## src/rtl/serdes_pkg.sv

```systemverilog
// Shared framing constants and input-FSM state encoding for the serializer/deserializer pair.
package serdes_pkg;

   localparam logic [7:0] HEADER_BYTE  = 8'hA5;
   localparam logic [7:0] TRAILER_BYTE = 8'h5A;

   typedef enum logic [1:0] {
      ST_HUNT    = 2'd0,
      ST_PAYLOAD = 2'd1,
      ST_CHK     = 2'd2,
      ST_TRAILER = 2'd3
   } state_t;

endpackage

```

## src/rtl/frame_pingpong_buf.sv

```systemverilog
// Two-bank frame store: write side fills one bank while the read side replays the other
// on a ready/valid port; full flags track which banks hold committed frames.
module frame_pingpong_buf #(
   parameter int DATA_W      = 8,
   parameter int NUM_SAMPLES = 16,
   parameter int IDX_W       = $clog2(NUM_SAMPLES)
) (
   input  logic              clk,
   input  logic              rst,
   input  logic              wr_en,
   input  logic [IDX_W-1:0]  wr_idx,
   input  logic [DATA_W-1:0] wr_data,
   input  logic              commit,
   output logic              wr_full,
   output logic              wr_free_now,
   output logic [DATA_W-1:0] dout,
   output logic              dout_valid,
   output logic              dout_last,
   input  logic              dout_ready
);

   logic [DATA_W-1:0] mem [2][NUM_SAMPLES];

   logic              wr_bank_q, wr_bank_d;
   logic              rd_bank_q, rd_bank_d;
   logic [IDX_W-1:0]  rd_idx_q, rd_idx_d;
   logic [1:0]        full_q, full_d;
   logic [DATA_W-1:0] dout_q;
   logic              valid_q, last_q;
   logic              fire, free;

   assign fire        = valid_q && dout_ready;
   assign free        = fire && (rd_idx_q == IDX_W'(NUM_SAMPLES - 1));
   assign wr_full     = full_q[wr_bank_q];
   assign wr_free_now = free && (rd_bank_q == wr_bank_q);

   // Clear-then-set so a bank freed and recommitted on the same edge stays full.
   for (genvar gi = 0; gi < 2; gi++) begin : g_bank
      assign full_d[gi] = (full_q[gi] && !(free && rd_bank_q == 1'(gi)))
                        || (commit && wr_bank_q == 1'(gi));
   end

   always_comb begin
      wr_bank_d = commit ? ~wr_bank_q : wr_bank_q;
      rd_bank_d = free ? ~rd_bank_q : rd_bank_q;
      rd_idx_d  = rd_idx_q;
      if (free)
         rd_idx_d = '0;
      else if (fire)
         rd_idx_d = rd_idx_q + IDX_W'(1);
   end

   // Writes into a bank still awaiting replay are suppressed; the top drops that frame.
   always_ff @(posedge clk) begin
      if (wr_en && !full_q[wr_bank_q])
         mem[wr_bank_q][wr_idx] <= wr_data;
   end

   always_ff @(posedge clk or negedge rst) begin
      if (!rst) begin
         wr_bank_q <= 1'b0;
         rd_bank_q <= 1'b0;
         rd_idx_q  <= '0;
         full_q    <= '0;
         dout_q    <= '0;
         valid_q   <= 1'b0;
         last_q    <= 1'b0;
      end else begin
         wr_bank_q <= wr_bank_d;
         rd_bank_q <= rd_bank_d;
         rd_idx_q  <= rd_idx_d;
         full_q    <= full_d;
         dout_q    <= mem[rd_bank_d][rd_idx_d];
         valid_q   <= full_d[rd_bank_d];
         last_q    <= full_d[rd_bank_d] && (rd_idx_d == IDX_W'(NUM_SAMPLES - 1));
      end
   end

   assign dout       = dout_q;
   assign dout_valid = valid_q;
   assign dout_last  = last_q;

endmodule

```

## src/rtl/packet_deserializer.sv

```systemverilog
// Frame hunter/checker feeding a ping-pong replay buffer. Define FRAME_CHECKSUM_EN to expect
// an XOR checksum byte between the payload and the trailer.
module packet_deserializer
   import serdes_pkg::*;
#(
   parameter int DATA_W      = 8,
   parameter int NUM_SAMPLES = 16,
   parameter int CNT_W       = 16
) (
   input  logic              clk,
   input  logic              rst,
   input  logic [DATA_W-1:0] din,
   input  logic              din_valid,
   output logic [DATA_W-1:0] dout,
   output logic              dout_valid,
   output logic              dout_last,
   input  logic              dout_ready,
   output logic              err_frame,
   output logic              err_chk,
   output logic              err_ovf,
   output logic [CNT_W-1:0]  frames_ok
);

   localparam int IDX_W = $clog2(NUM_SAMPLES);

   state_t            state_q, state_d;
   logic [IDX_W-1:0]  idx_q, idx_d;
   logic              ovf_q, ovf_d;
   logic              err_frame_q, err_frame_d;
   logic              err_chk_q, err_chk_d;
   logic              err_ovf_q, err_ovf_d;
   logic [CNT_W-1:0]  cnt_q, cnt_d;
   logic              wr_en, commit, wr_full, wr_free_now, chk_fail;

`ifdef FRAME_CHECKSUM_EN
   logic [DATA_W-1:0] chk_q, chk_d;
   logic              chk_bad_q, chk_bad_d;
   assign chk_fail = chk_bad_q;
`else
   assign chk_fail = 1'b0;
`endif

   always_comb begin
      state_d     = state_q;
      idx_d       = idx_q;
      ovf_d       = ovf_q;
      err_frame_d = 1'b0;
      err_chk_d   = 1'b0;
      err_ovf_d   = 1'b0;
      cnt_d       = cnt_q;
      wr_en       = 1'b0;
      commit      = 1'b0;
`ifdef FRAME_CHECKSUM_EN
      chk_d       = chk_q;
      chk_bad_d   = chk_bad_q;
`endif
      if (din_valid) begin
         case (state_q)
            ST_HUNT: begin
               if (din == DATA_W'(HEADER_BYTE)) begin
                  state_d = ST_PAYLOAD;
                  idx_d   = '0;
                  ovf_d   = 1'b0;
`ifdef FRAME_CHECKSUM_EN
                  chk_d     = '0;
                  chk_bad_d = 1'b0;
`endif
               end
            end
            ST_PAYLOAD: begin
               wr_en = 1'b1;
               if (wr_full)
                  ovf_d = 1'b1;
`ifdef FRAME_CHECKSUM_EN
               chk_d = chk_q ^ din;
`endif
               if (idx_q == IDX_W'(NUM_SAMPLES - 1)) begin
`ifdef FRAME_CHECKSUM_EN
                  state_d = ST_CHK;
`else
                  state_d = ST_TRAILER;
`endif
               end else begin
                  idx_d = idx_q + IDX_W'(1);
               end
            end
            ST_CHK: begin
`ifdef FRAME_CHECKSUM_EN
               chk_bad_d = (din != chk_q);
               state_d   = ST_TRAILER;
`else
               state_d   = ST_HUNT;
`endif
            end
            ST_TRAILER: begin
               state_d = ST_HUNT;
               // A bank freed on this very edge counts as free, unless payload bytes were lost.
               if (din != DATA_W'(TRAILER_BYTE))
                  err_frame_d = 1'b1;
               else if (chk_fail)
                  err_chk_d = 1'b1;
               else if (ovf_q || (wr_full && !wr_free_now))
                  err_ovf_d = 1'b1;
               else begin
                  commit = 1'b1;
                  cnt_d  = cnt_q + CNT_W'(1);
               end
            end
            default: state_d = ST_HUNT;
         endcase
      end
   end

   always_ff @(posedge clk or negedge rst) begin
      if (!rst) begin
         state_q     <= ST_HUNT;
         idx_q       <= '0;
         ovf_q       <= 1'b0;
         err_frame_q <= 1'b0;
         err_chk_q   <= 1'b0;
         err_ovf_q   <= 1'b0;
         cnt_q       <= '0;
      end else begin
         state_q     <= state_d;
         idx_q       <= idx_d;
         ovf_q       <= ovf_d;
         err_frame_q <= err_frame_d;
         err_chk_q   <= err_chk_d;
         err_ovf_q   <= err_ovf_d;
         cnt_q       <= cnt_d;
      end
   end

`ifdef FRAME_CHECKSUM_EN
   always_ff @(posedge clk or negedge rst) begin
      if (!rst) begin
         chk_q     <= '0;
         chk_bad_q <= 1'b0;
      end else begin
         chk_q     <= chk_d;
         chk_bad_q <= chk_bad_d;
      end
   end
`endif

   frame_pingpong_buf #(
      .DATA_W      (DATA_W),
      .NUM_SAMPLES (NUM_SAMPLES),
      .IDX_W       (IDX_W)
   ) u_buf (
      .clk         (clk),
      .rst         (rst),
      .wr_en       (wr_en),
      .wr_idx      (idx_q),
      .wr_data     (din),
      .commit      (commit),
      .wr_full     (wr_full),
      .wr_free_now (wr_free_now),
      .dout        (dout),
      .dout_valid  (dout_valid),
      .dout_last   (dout_last),
      .dout_ready  (dout_ready)
   );

   assign err_frame = err_frame_q;
   assign err_chk   = err_chk_q;
   assign err_ovf   = err_ovf_q;
   assign frames_ok = cnt_q;

endmodule

```

## config.mk

```make
export PLATFORM = sky130hd
export DESIGN_NAME = packet_deserializer
export DESIGN_NICKNAME = d
export VERILOG_FILES = /design/src/rtl/serdes_pkg.sv /design/src/rtl/frame_pingpong_buf.sv /design/src/rtl/packet_deserializer.sv
export SDC_FILE = /design/constraint.sdc
export NUM_CORES = 1
export LEC_CHECK = 0
export ABC_AREA = 1
export ABC_CLOCK_PERIOD_IN_PS = 2400
export BUFFER_PORTS_ARGS = -buffer_cell sky130_fd_sc_hd__buf_2
export CAP_MARGIN = 10
export CORE_AREA = 2 2 149 151
export CTS_CLUSTER_SIZE = 10
export DETAILED_ROUTE_END_ITERATION = 8
export DIE_AREA = 0 0 151 153
export PLACE_DENSITY_LB_ADDON = 0.2
export SLEW_MARGIN = 20
export SYNTH_ARGS = -nofsm -noshare
export SYNTH_HDL_FRONTEND = slang
export SYNTH_SLANG_ARGS = --single-unit
```

## constraint.sdc

```tcl
create_clock -name clk -period 2.4 [get_ports clk]
set_input_delay 0.12 -clock clk [delete_from_list [all_inputs] [get_ports clk]]
set_output_delay 0.12 -clock clk [all_outputs]
set_load 0.03 [all_outputs]
```

### Word level (Yosys, flattened, before mapping)

Memory sizes are Yosys's and may differ from the RTL's.
Cells that the tools add are included.

| cells by class | value |
|---|---|
| order comparisons | 5 |
| muxes and demuxes | 36 |
| add/subtract/negate cells | 3 |
| bitwise logic cells | 6 |
| reduce and logical (&&, ||, !) cells | 27 |
| eq/ne operators | 13 |

Operators by type and width:

| operator | number |
|---|---|
| $mux 128 | 1 |
| $bmux 8 s4 | 1 |
| $demux 8 s4 | 1 |
| $mux 8 | 3 |
| $mux 1 | 21 |
| $add 16x1->16 const B | 1 |
| $mux 4 | 4 |
| $logic_and 1x1->1 | 13 |
| $eq 4x4->1 const B | 3 |
| $reduce_and 4->1 | 3 |
| $ge 5x5->1 const B | 2 |
| $not 4->5 | 2 |
| $add 4x1->4 const B | 2 |
| $eq 8x8->1 const B | 1 |
| $ne 2x2->1 const B | 4 |
| $ne 8x7->1 const B | 1 |
| $pmux 4 s2 | 1 |
| $pmux 2 s3 | 1 |
| $lt 5x1->1 const B | 1 |
| $eq 2x2->1 const B | 2 |
| $logic_not 1->1 | 4 |
| $lt 1x2->1 const B | 2 |
| $mux 2 | 2 |
| $not 1->1 | 4 |
| other kinds (8) | 10 |

| storage, ports and cells | value |
|---|---|
| RAM bits | 256 |
| flip-flop bits (word level) | 43 |
| memories kept | 1 |
| input port bits | 12 |

Memories:

| name | depth | bits a word | read ports | clocked after Yosys merged registers in | write ports | RTL line | RTL |
|---|---|---|---|---|---|---|---|
| u_buf.mem | 2 | 128 | 1 | 0 | 1 | frame_pingpong_buf.sv:22 | `logic [DATA_W-1:0] mem [2][NUM_SAMPLES];` |

### Logic depth before layout (Yosys ltp)

Gate-level depths: netlist of run 1.

| depth | value |
|---|---|
| word-level depth | 15 |
| mapped depth | 14 |
| gate-level depth less buffers | 12 |

### Cells and area by module

From an unflattened synthesis of run 1, not the netlist that was laid out.

| second synthesis, totals | value |
|---|---|
| cell total of the unflattened synthesis | 1,112 |
| area total of the unflattened synthesis | 13,005.0 um2 |

Modules (own cells, without submodules):

| module | times used | area each (um2) | cells an instance |
|---|---|---|---|
| frame_pingpong_buf | 1 | 11,476.0 | 901 |
| packet_deserializer | 1 | 1,529.0 | 211 |

### Least setup slack after synthesis of run 1

No wires, ideal clock.

| timing path | value |
|---|---|
| path type | register to register |
| from | register u_buf.valid_q, in the netlist u_buf.dout_valid |
| to | register u_buf.dout_q[0], in the netlist u_buf.dout[0] |
| data arrival time | 2,102 ps |
| stages on the path, launching flop included | 13 |
| period minus slack after synthesis | 2,219 ps |
| slack | 181 ps |
| path buffers | 2 |
| data required time | 2,282 ps |
| path through | dfrtp_1 > nand2_2 > nor2_4 > ha_1 > buf_4 > buf_2 > or2_2 > o21ai_0 > nand2_1 > nand3_1 > nand3_1 > nand3_1 > nand2_1 |

| between the ends | value |
|---|---|
| cells in the longest elaborated chain, start to end | 7 |
| elaborated cells on any way between the ends | 10 |
| those cells by class | 6 x mux; 1 x bitwise; 2 x reduce/logical; 1 x memory |

Ends and longest elaborated chain:

| item | RTL line | RTL |
|---|---|---|
| start, declared | frame_pingpong_buf.sv:29 | `logic valid_q, last_q;` |
| start signal, assigned | frame_pingpong_buf.sv:74 | `valid_q <= full_d[rd_bank_d];` |
| $logic_and 1x1->1 (*) | frame_pingpong_buf.sv:32 | `assign fire = valid_q && dout_ready;` |
| $logic_and 1x1->1 / $mux 4 (equally long branches) | frame_pingpong_buf.sv:33, frame_pingpong_buf.sv:49 |  |
| $mux 1 / $mux 4 (equally long branches) | frame_pingpong_buf.sv:45, frame_pingpong_buf.sv:47 |  |
| $mem_v2 2x128 / $not 4->5 (equally long branches) | -- |  |
| $bmux 8 s4 (*) | frame_pingpong_buf.sv:73 | `dout_q <= mem[rd_bank_d][rd_idx_d];` |
| $mux 8 (implied by the code) (*) (2 in series) | frame_pingpong_buf.sv:73 |  |
| end signal, assigned | frame_pingpong_buf.sv:73 |  |
| end, declared | frame_pingpong_buf.sv:28 | `logic [DATA_W-1:0] dout_q;` |

Every way passes the cells marked *; elsewhere a longest branch is shown, timed or not. The select of a mux whose other input is x is not followed.
A chain may end at the register's enable or synchronous reset.

### Worst setup path in the final report of run 1

| timing path | value |
|---|---|
| from | register u_buf.rd_idx_q[1] |
| to | register u_buf.dout_q[1], in the netlist u_buf.dout[1] |

| between the ends | value |
|---|---|
| cells in the longest elaborated chain, start to end | 7 |
| elaborated cells on any way between the ends | 11 |
| those cells by class | 1 x add/sub; 1 x eq/ne; 6 x mux; 1 x bitwise; 1 x reduce/logical; 1 x memory |

Ends and longest elaborated chain:

| item | RTL line | RTL |
|---|---|---|
| start, declared | frame_pingpong_buf.sv:26 | `logic [IDX_W-1:0] rd_idx_q, rd_idx_d;` |
| start signal, assigned | frame_pingpong_buf.sv:71 | `rd_idx_q <= rd_idx_d;` |
| $add 4x1->4 / $eq 4x4->1 (equally long branches) | frame_pingpong_buf.sv:50, frame_pingpong_buf.sv:33 |  |
| $mux 4 / $logic_and 1x1->1 (equally long branches) | frame_pingpong_buf.sv:49, frame_pingpong_buf.sv:33 |  |
| $mux 4 / $mux 1 (equally long branches) | frame_pingpong_buf.sv:47, frame_pingpong_buf.sv:45 |  |
| $not 4->5 (implied by the code) / $mem_v2 2x128 (equally long branches) | -- |  |
| $bmux 8 s4 (*) | frame_pingpong_buf.sv:73 |  |
| $mux 8 (implied by the code) (*) (2 in series) | frame_pingpong_buf.sv:73 |  |

Marks and branches as above.

==> results of run 1 <==
## cell type report
cell class,instances,area [sq um],area share (%)
Sequential cell,299,8760,58.7
Timing Repair Buffer,110,857,5.74
Tap cell,280,350,2.35
Multi-Input combinational cell,695,3720,24.9
Clock buffer,63,1020,6.85
Inverter,56,210,1.41
Clock inverter,1,8.76,0.0587
## placed cells by master, fill, tap and decap left out, types with 27 or more instances in the layout
cell / n
a21boi_0: 35
buf_2: 39
buf_4: 58
clkbuf_16: 38
dfrtp_1: 42
edfxtp_1: 256
inv_1: 49
mux2i_1: 48
nand2_1: 258
nand3_1: 149
nor2_1: 53
o21ai_0: 44
or2_2: 27
## power groups by stage
| stage | combinational, mW | sequential [mW] | clock, mW |
|---|---|---|---|
| global route | 0.267 | 5.69 | 5.08 |
| finish | 0.231 | 5.69 | 4.81 |
| detailed placement | 0.226 | 5.80 | 0 |
| floorplan | 0.0842 | 5.79 | 0 |
| CTS | 0.231 | 5.69 | 4.87 |
| global placement | 0.221 | 5.80 | 0 |
## worst reg2reg max path, cell delays in order, from the launching register on
cell      delay (ns)
dfrtp_1         0.42
ha_4            0.19
nand3_2         0.07
nor2_4          0.05
ha_4            0.40
inv_2           0.10
buf_12          0.19
a21boi_0        0.23
nand2_1         0.10
nand3_1         0.13
nand3_1         0.16
nand3_1         0.14
nand2_1         0.05
## metrics by stage
step,area (sq um),hold slack [ns]
global placement,13800,0.0730
floorplan,12900,-0.176
CTS,14900,0.0712
finish,14900,0.0774
global route,14900,0.0874
detailed placement,13800,0.0707
## worst paths after layout
| kind | startpoint | endpoint | slack (ns) |
|---|---|---|---|
| max in group asynchronous | rst | idx_q[1] | 1.56 |
| min in group clk | din[3] | u_buf.mem[0][11] | 0.10 |
| setup reg to reg | u_buf.rd_idx_q[1] | u_buf.dout[1] | 0.06 |
| hold reg to reg | u_buf.full_q[1] | u_buf.full_q[1] | 0.52 |
| hold / removal | rst | u_buf.rd_idx_q[2] | 0.08 |
| setup / recovery | u_buf.rd_idx_q[1] | u_buf.dout[1] | 0.06 |
## layer usage
layer	global-route usage, %	vias up	share of wire, %
met1	37.4	4156	40
met2	42.6	428	48
met4	9.35	2	2.6
met3	5.55	62	9.5
met5	0	-	0.023
li1	-	4014	-
## cell families after synthesis
family,Yosys count
xor+xnor,13
compound gates,91
mux,48
buf+inv,106
simple gates,534
fa+ha+maj,8
flops,299
other cells,1
## sequential cells by signal, indices dropped and copies added (netlist names)
name	cells
u_buf.mem	256
frames_ok	16
u_buf.dout	8
idx_q	4
u_buf.rd_idx_q	4
state_q	2
u_buf.full_q	2
err_frame	1
err_ovf	1
ovf_q	1
u_buf.dout_last	1
u_buf.dout_valid	1
u_buf.rd_bank_q	1
u_buf.wr_bank_q	1
## what timing repair did
action	4_1_cts	5_1_grt
setup buffers	0	0
endpoints found under the hold margin	24	0
pin swaps	0	2
resized for setup	2	13
gates cloned	0	1
hold buffers	3	0
setup endpoints to repair	2	8
==> impl_results.md, run 1 <==
* Worst EP arrival at roughly 2.7 ns
* Slowest-stage cell, CP: dfrtp_1
* DR DRC count at 0
* Crit path buffers/inverters at 2
* Rows at 54
* Mux contribution to synthesized area at 3.73%
* Largest net degree at the start of global routing at 38
* Cell Area, Synth at ~13000 sq um
* First-pass GRT wire length at 46700 microns
* Synth Area in Compound Gates at 4.39%
* Fin crit period at 2.34 ns
* Total global-route track usage at 26.9%
* Hold Fails Final Rpt at 0
* Largest family of logic cells by synthesized area: simple AND/OR/NAND/NOR gates
* Core area at between 20000 and 25000 sq um
* TritonCTS clock tree: done
* Fill cells at 1526
* Antenna violations before repair at 1
* Layout Nets at 1218
* Post-DR wirelength/cell at 20.1 microns
* Synthesized area per cell at 11.7 sq um
* Placed cells at 1436
* Status: finished clean
* Die Wd at 151 microns
* Antenna diodes at 0
* Power Total at 10.7 mW
* Post-placement worst setup slack at 0.00361 ns
* Fmax at 0.427 GHz
* Peak supply drop at between 500 and 600 uV
* Core Util, Final at between 60% and 70%
* Synth cell types at 36
* PortBufs at 39
* Setup TNS Final at 0 ns
* Worst-path clk slew at 0.06 ns
* Sequential area share after synthesis at approximately 70%
* Starting Density at about three fifths
* Area of the die at 23100 sq um
* Crit end category: register
* EDFF count, synth at 256
* Yosys warnings at 0
* Synthesized instance count at between 1000 and 1500
* Synth cell count leaders: nand2_1, edfxtp_1, nand3_1, nor2_1, inv_1
* Clock Root Buffer: clkbuf_16
* Post-Synth Simple-Gate Area at 18.6%
* Vias in the first global route at 8455
* Max_slew headroom at 64.9%
* Total gr overflow at 0
* Final setup fails at 0
* Slew of the pin with the lowest slew margin at 0.522 ns
* Sw Ratio at 19.9%
* NetSw at approximately 2.1 mW
* Skew-Pair Late Insertion Delay at roughly 0.51 ns
* Worst r2r path cells at 12
* Power Dens Cells at 719 nW/um^2
* Clock buffer depth at 3
* Detailed Place HPWL at 18900 microns
* Ys async rst share at 14.4%
* Worst Path Required at 2.80 ns
* Fin. max-slew vios at 0
* Clk sinks at 299
* CP delay by family, top: simple AND/OR/NAND/NOR gates
* XOR/XNOR Fraction of Synth Area at less than 1%
* FF+latch count, synth at approximately 300
* Most common cell type on the critical path: nand3_1
* CP cell instances: ha_4 > nand3_2 > nor2_4 > ha_4 > inv_2 > buf_12 > a21boi_0 > nand2_1 > nand3_1 > nand3_1 > nand3_1 > nand2_1
* Share of cells above drive strength 1 at 16.7%
* Critical path peak fanout at 37
* TritonCTS buffer count at 36
* Htree depth at 2
* Critical Path Stages at 12
* Yosys top cell by area: edfxtp_1
* Crit start category: register
* Worst hold-check path type: primary input to async pin
* Synth top area share at roughly three fifths
* Routed Antenna Nets at 0
* Worst Skew at around 0.016 ns
* Setup CP Type: register to register
* Die height at 153 microns
* Final GP Congestion at 0.858
* Synth Area in Adders at 0.777%
* Max Cap Viol at 0
* RSZ-0062 raised after global routing: true
* LEAKAGE at roughly 5.6 nW
* Synth area leaders: edfxtp_1, dfrtp_1, nand2_1
* IO Count at 41
* Clock share of power at 44.8%
* Fin crit share at 97.5%
* CP max stage delay at 0.42 ns
* WL final at approximately 30000 microns
* Post-route non-filler standard cell count at 1504
* Count leader, synth: nand2_1
* Post-route setup slack at between 0.06 and 0.07 ns
* Sequential power share at a little over half
* Comb pwr share at 2.2%
* DRT Pass-1 Iters at 6
* Synth-to-layout area growth at 15.9%
* DR vias at 8662
* Top FF cell, synth: edfxtp_1
* Iter 0 DRT Violations at 960
* Mapped Nets at 1120
* Via/cell ratio at 5.76
* Int Power at roughly 8.6 mW
Power figures use the tool's default switching activity.
==> run 2: changes to the inputs <==
--- a/config.mk
+++ b/config.mk
@@ -6,13 +6,15 @@
 export NUM_CORES = 1
 export LEC_CHECK = 0
 export ABC_AREA = 1
-export ABC_CLOCK_PERIOD_IN_PS = 2400
+export ABC_CLOCK_PERIOD_IN_PS = 2990
 export BUFFER_PORTS_ARGS = -buffer_cell sky130_fd_sc_hd__buf_2
 export CAP_MARGIN = 10
-export CORE_AREA = 2 2 149 151
+export CELL_PAD_IN_SITES_DETAIL_PLACEMENT = 0
+export CELL_PAD_IN_SITES_GLOBAL_PLACEMENT = 1
+export CORE_AREA = 2 2 158 160
 export CTS_CLUSTER_SIZE = 10
 export DETAILED_ROUTE_END_ITERATION = 8
-export DIE_AREA = 0 0 151 153
+export DIE_AREA = 0 0 160 162
 export PLACE_DENSITY_LB_ADDON = 0.2
 export SLEW_MARGIN = 20
 export SYNTH_ARGS = -nofsm -noshare
==> constraint.sdc (replaced) <==
create_clock -name clk -period 2.99 [get_ports clk]
set_input_delay 0.1495 -clock clk [delete_from_list [all_inputs] [get_ports clk]]
set_output_delay 0.1495 -clock clk [all_outputs]
set_load 0.03 [all_outputs]
==> run 2 against run 1 <==
- global-route usage down 2.1 points
- via count down 2.5%
- maximum frequency down 11%
- combinational power down 21%
- flip-flop and latch count unchanged
- register-to-register slack better by 0.31 ns
- wire length up 4.3%
- largest cell class unchanged
- clock skew down 0.00054 ns
- worst setup slack better by 0.31 ns
- sequential power down 20%
- non-clock buffer count down 13
- cell count up 2.1%
- critical endpoint is now u_buf.dout[5]
==> impl_results.md, run 2 (synthesis gave the netlist of run 1 again) <==
* Hold Fails Final Rpt at 0 (unchanged)
* Total global-route track usage at 24.8% (was 26.9%)
* Worst Skew at 0.0151 ns (was 0.0157 ns)
* Max reg flops at 256 (unchanged)
* GR Layer Usage met1 at 35.5% (was 37.4%)
* WL final at 31600 microns (was 30300 microns)
* Worst-path clk slew at 0.05 ns (was 0.06 ns)
* Most common cell type on the critical path: nand3_1 (unchanged)
* Starting Density at 53.5% (was 60.0%)
* Total gr overflow at 0 (unchanged)
* Fin crit share at 87.5% (was 97.5%)
* Peak supply drop at 357 uV (was 571 uV)
* DRT Pass-1 Iters at 5 (was 6)
* Layout Nets at 1205 (was 1218)
* Iter 0 DRT Violations at 837 (was 960)
* Fin. max-slew vios at 0 (unchanged)
* GRT busiest layer: met2 (unchanged)
* Routed Antenna Nets at 0 (unchanged)
* Setup CP Type: register to register (unchanged)
* Antenna diodes at 0 (unchanged)
* Clock buffer depth at 3 (unchanged)
* Largest net degree at the start of global routing at 45 (was 38)
* Crit start category: register (unchanged)
* Final setup fails at 0 (unchanged)
* Synth-to-layout area growth at 15.0% (was 15.9%)
* Post-placement worst setup slack at 0.381 ns (was 0.00361 ns)
* Max_slew headroom at 43.1% (was 64.9%)
* Die height at 162 microns (was 153 microns)
* Fin crit period at 2.62 ns (was 2.34 ns)
* Worst EP arrival at 3.04 ns (was 2.74 ns)
* Post-route non-filler standard cell count at 1535 (was 1504)
* R2R Setup Slk at 0.37 ns (was 0.06 ns)
* Post-route setup slack at 0.373 ns (was 0.0607 ns)
* Vias in the first global route at 8254 (was 8455)
* Skew-Pair Late Insertion Delay at 0.50 ns (was 0.51 ns)
* Share of cells above drive strength 1 at 15.4% (was 16.7%)
* Max Cap Viol at 0 (unchanged)
* Biggest register: u_buf.mem (unchanged)
* Htree depth at 2 (unchanged)
* DR DRC count at 0 (unchanged)
* Worst hold-check path type: primary input to register (was primary input to async pin)
* Commonest non-fill, non-tap cell in the layout: nand2_1 (unchanged)
* TritonCTS buffer count at 36 (unchanged)
* Area after DPL at 13700 sq um (was 13800 sq um)
* First-pass GRT wire length at 48600 microns (was 46700 microns)
* Slowest-stage cell, CP: dfrtp_1 (unchanged)
* Final GP Congestion at 0.809 (was 0.858)
* Post-DR wirelength/cell at 20.6 microns (was 20.1 microns)
* Crit end category: register (unchanged)
* IO Count at 41 (unchanged)
* CP cell instances: ha_1 > nand3_1 > nor2_4 > ha_4 > inv_2 > buf_4 > nand2_1 > and2_0 > nand3_1 > nand3_1 > nand3_1 > nand3_1 > nand2_1 (was ha_4 > nand3_2 > nor2_4 > ha_4 > inv_2 > buf_12 > a21boi_0 > nand2_1 > nand3_1 > nand3_1 > nand3_1 > nand2_1)
* PortBufs at 39 (unchanged)
* TritonCTS clock tree: done (unchanged)
* Status: finished clean (unchanged)
* Crit path buffers/inverters at 2 (unchanged)
* DR vias at 8442 (was 8662)
* Clock Root Buffer: clkbuf_16 (unchanged)
* Met3 usage at 4.37% (was 5.55%)
* CP delay by family, top: simple AND/OR/NAND/NOR gates (unchanged)
* Final Instance Area at 14800 sq um (was 14900 sq um)
* GR Layer Usage met2 at 39.1% (was 42.6%)
* Rows at 57 (was 54)
* Setup TNS Final at 0 ns (unchanged)
* Detailed Place HPWL at 19500 microns (was 18900 microns)
* Fmax at 0.382 GHz (was 0.427 GHz)
* RSZ-0062 raised after global routing: false (was true)
* Via/cell ratio at 5.50 (was 5.76)
* Slew of the pin with the lowest slew margin at 0.854 ns (was 0.522 ns)
* Placed cells at 1468 (was 1436)
* Antenna violations before repair at 0 (was 1)
* Worst Path Required at 3.41 ns (was 2.80 ns)
* Power Dens Cells at 588 nW/um^2 (was 719 nW/um^2)
* Core area at 24100 sq um (was 21500 sq um)
* Die Wd at 160 microns (was 151 microns)
* Area of the die at 25900 sq um (was 23100 sq um)
* LEAKAGE at 5.51 nW (was 5.59 nW)
* Clk sinks at 299 (unchanged)
* Critical path peak fanout at 30 (was 37)
* Commonest non-fill, non-tap cells in the layout: nand2_1, edfxtp_1, nand3_1 (unchanged)
* CP max stage delay at 0.39 ns (was 0.42 ns)
[run 2: cell types whose count changed in the layout (fill, tap and decap cells not counted), moves of 3 or more]
cell,delta
a21boi_0,+5
buf_4,-7
nand3_2,-6
a21boi_1,-5
clkbuf_8,+4
clkbuf_1,-3
buf_12,-3
nand3_1,+6
[run 2: repair_timing]
item,CTS,global route
setup buffers,0,0
hold buffers,3,0
endpoints found under the hold margin,46,0
gates resized for setup,0,0
[run 2: worst reg2reg max path, cell delays in order (launching register included)]
cell,delay [ns]
dfrtp_1,0.39
ha_1,0.20
nand3_1,0.12
nor2_4,0.22
ha_4,0.33
inv_2,0.12
buf_4,0.32
nand2_1,0.09
and2_0,0.16
nand3_1,0.08
nand3_1,0.10
nand3_1,0.17
nand3_1,0.15
nand2_1,0.12
[run 2: metrics by stage]
step,utilization (%),total power [mW],hold slack (ns)
6_report,61.5,8.71,0.182
5_1_grt,61.5,8.96,0.230
4_1_cts,61.5,8.76,0.176
3_5_place_dp,57.0,4.84,0.215
3_3_place_gp,56.9,4.83,0.394
2_1_floorplan,-,4.72,-0.146
[run 2: area by class of cell]
cell class | instances | area [sq um]
clock buffer | 64 | 1070
fill | 1943 | 9280
multi-input combinational | 695 | 3680
sequential | 299 | 8760
timing repair buffer | 97 | 703
tap | 324 | 405
inverter | 56 | 210
[run 2: where the power goes]
group / internal [mW] / switching [mW] / leakage, nW
sequential: 4.55 / 0.0234 / 2.82
combinational: 0.0382 / 0.144 / 2.18
clock: 2.39 / 1.56 / 0.512
[run 2: per-layer routing]
metal / up-vias / share of wire (%)
met3: 57 / 5.9
met5: - / 0
met1: 4122 / 44
met2: 268 / 47
met4: 0 / 2.9
li1: 3995 / -
[run 2: worst paths after layout]
check,to,depth (start not counted),start
min in group asynchronous,u_buf.dout_last,2,rst
worst max register to register,u_buf.dout[5],13,u_buf.rd_idx_q[0]
max in group asynchronous,u_buf.dout[3],2,rst
worst max-delay path,u_buf.dout[5],13,u_buf.rd_idx_q[0]
worst min register to register,u_buf.full_q[1],2,u_buf.full_q[1]
worst min-delay path,err_frame,6,din[6]
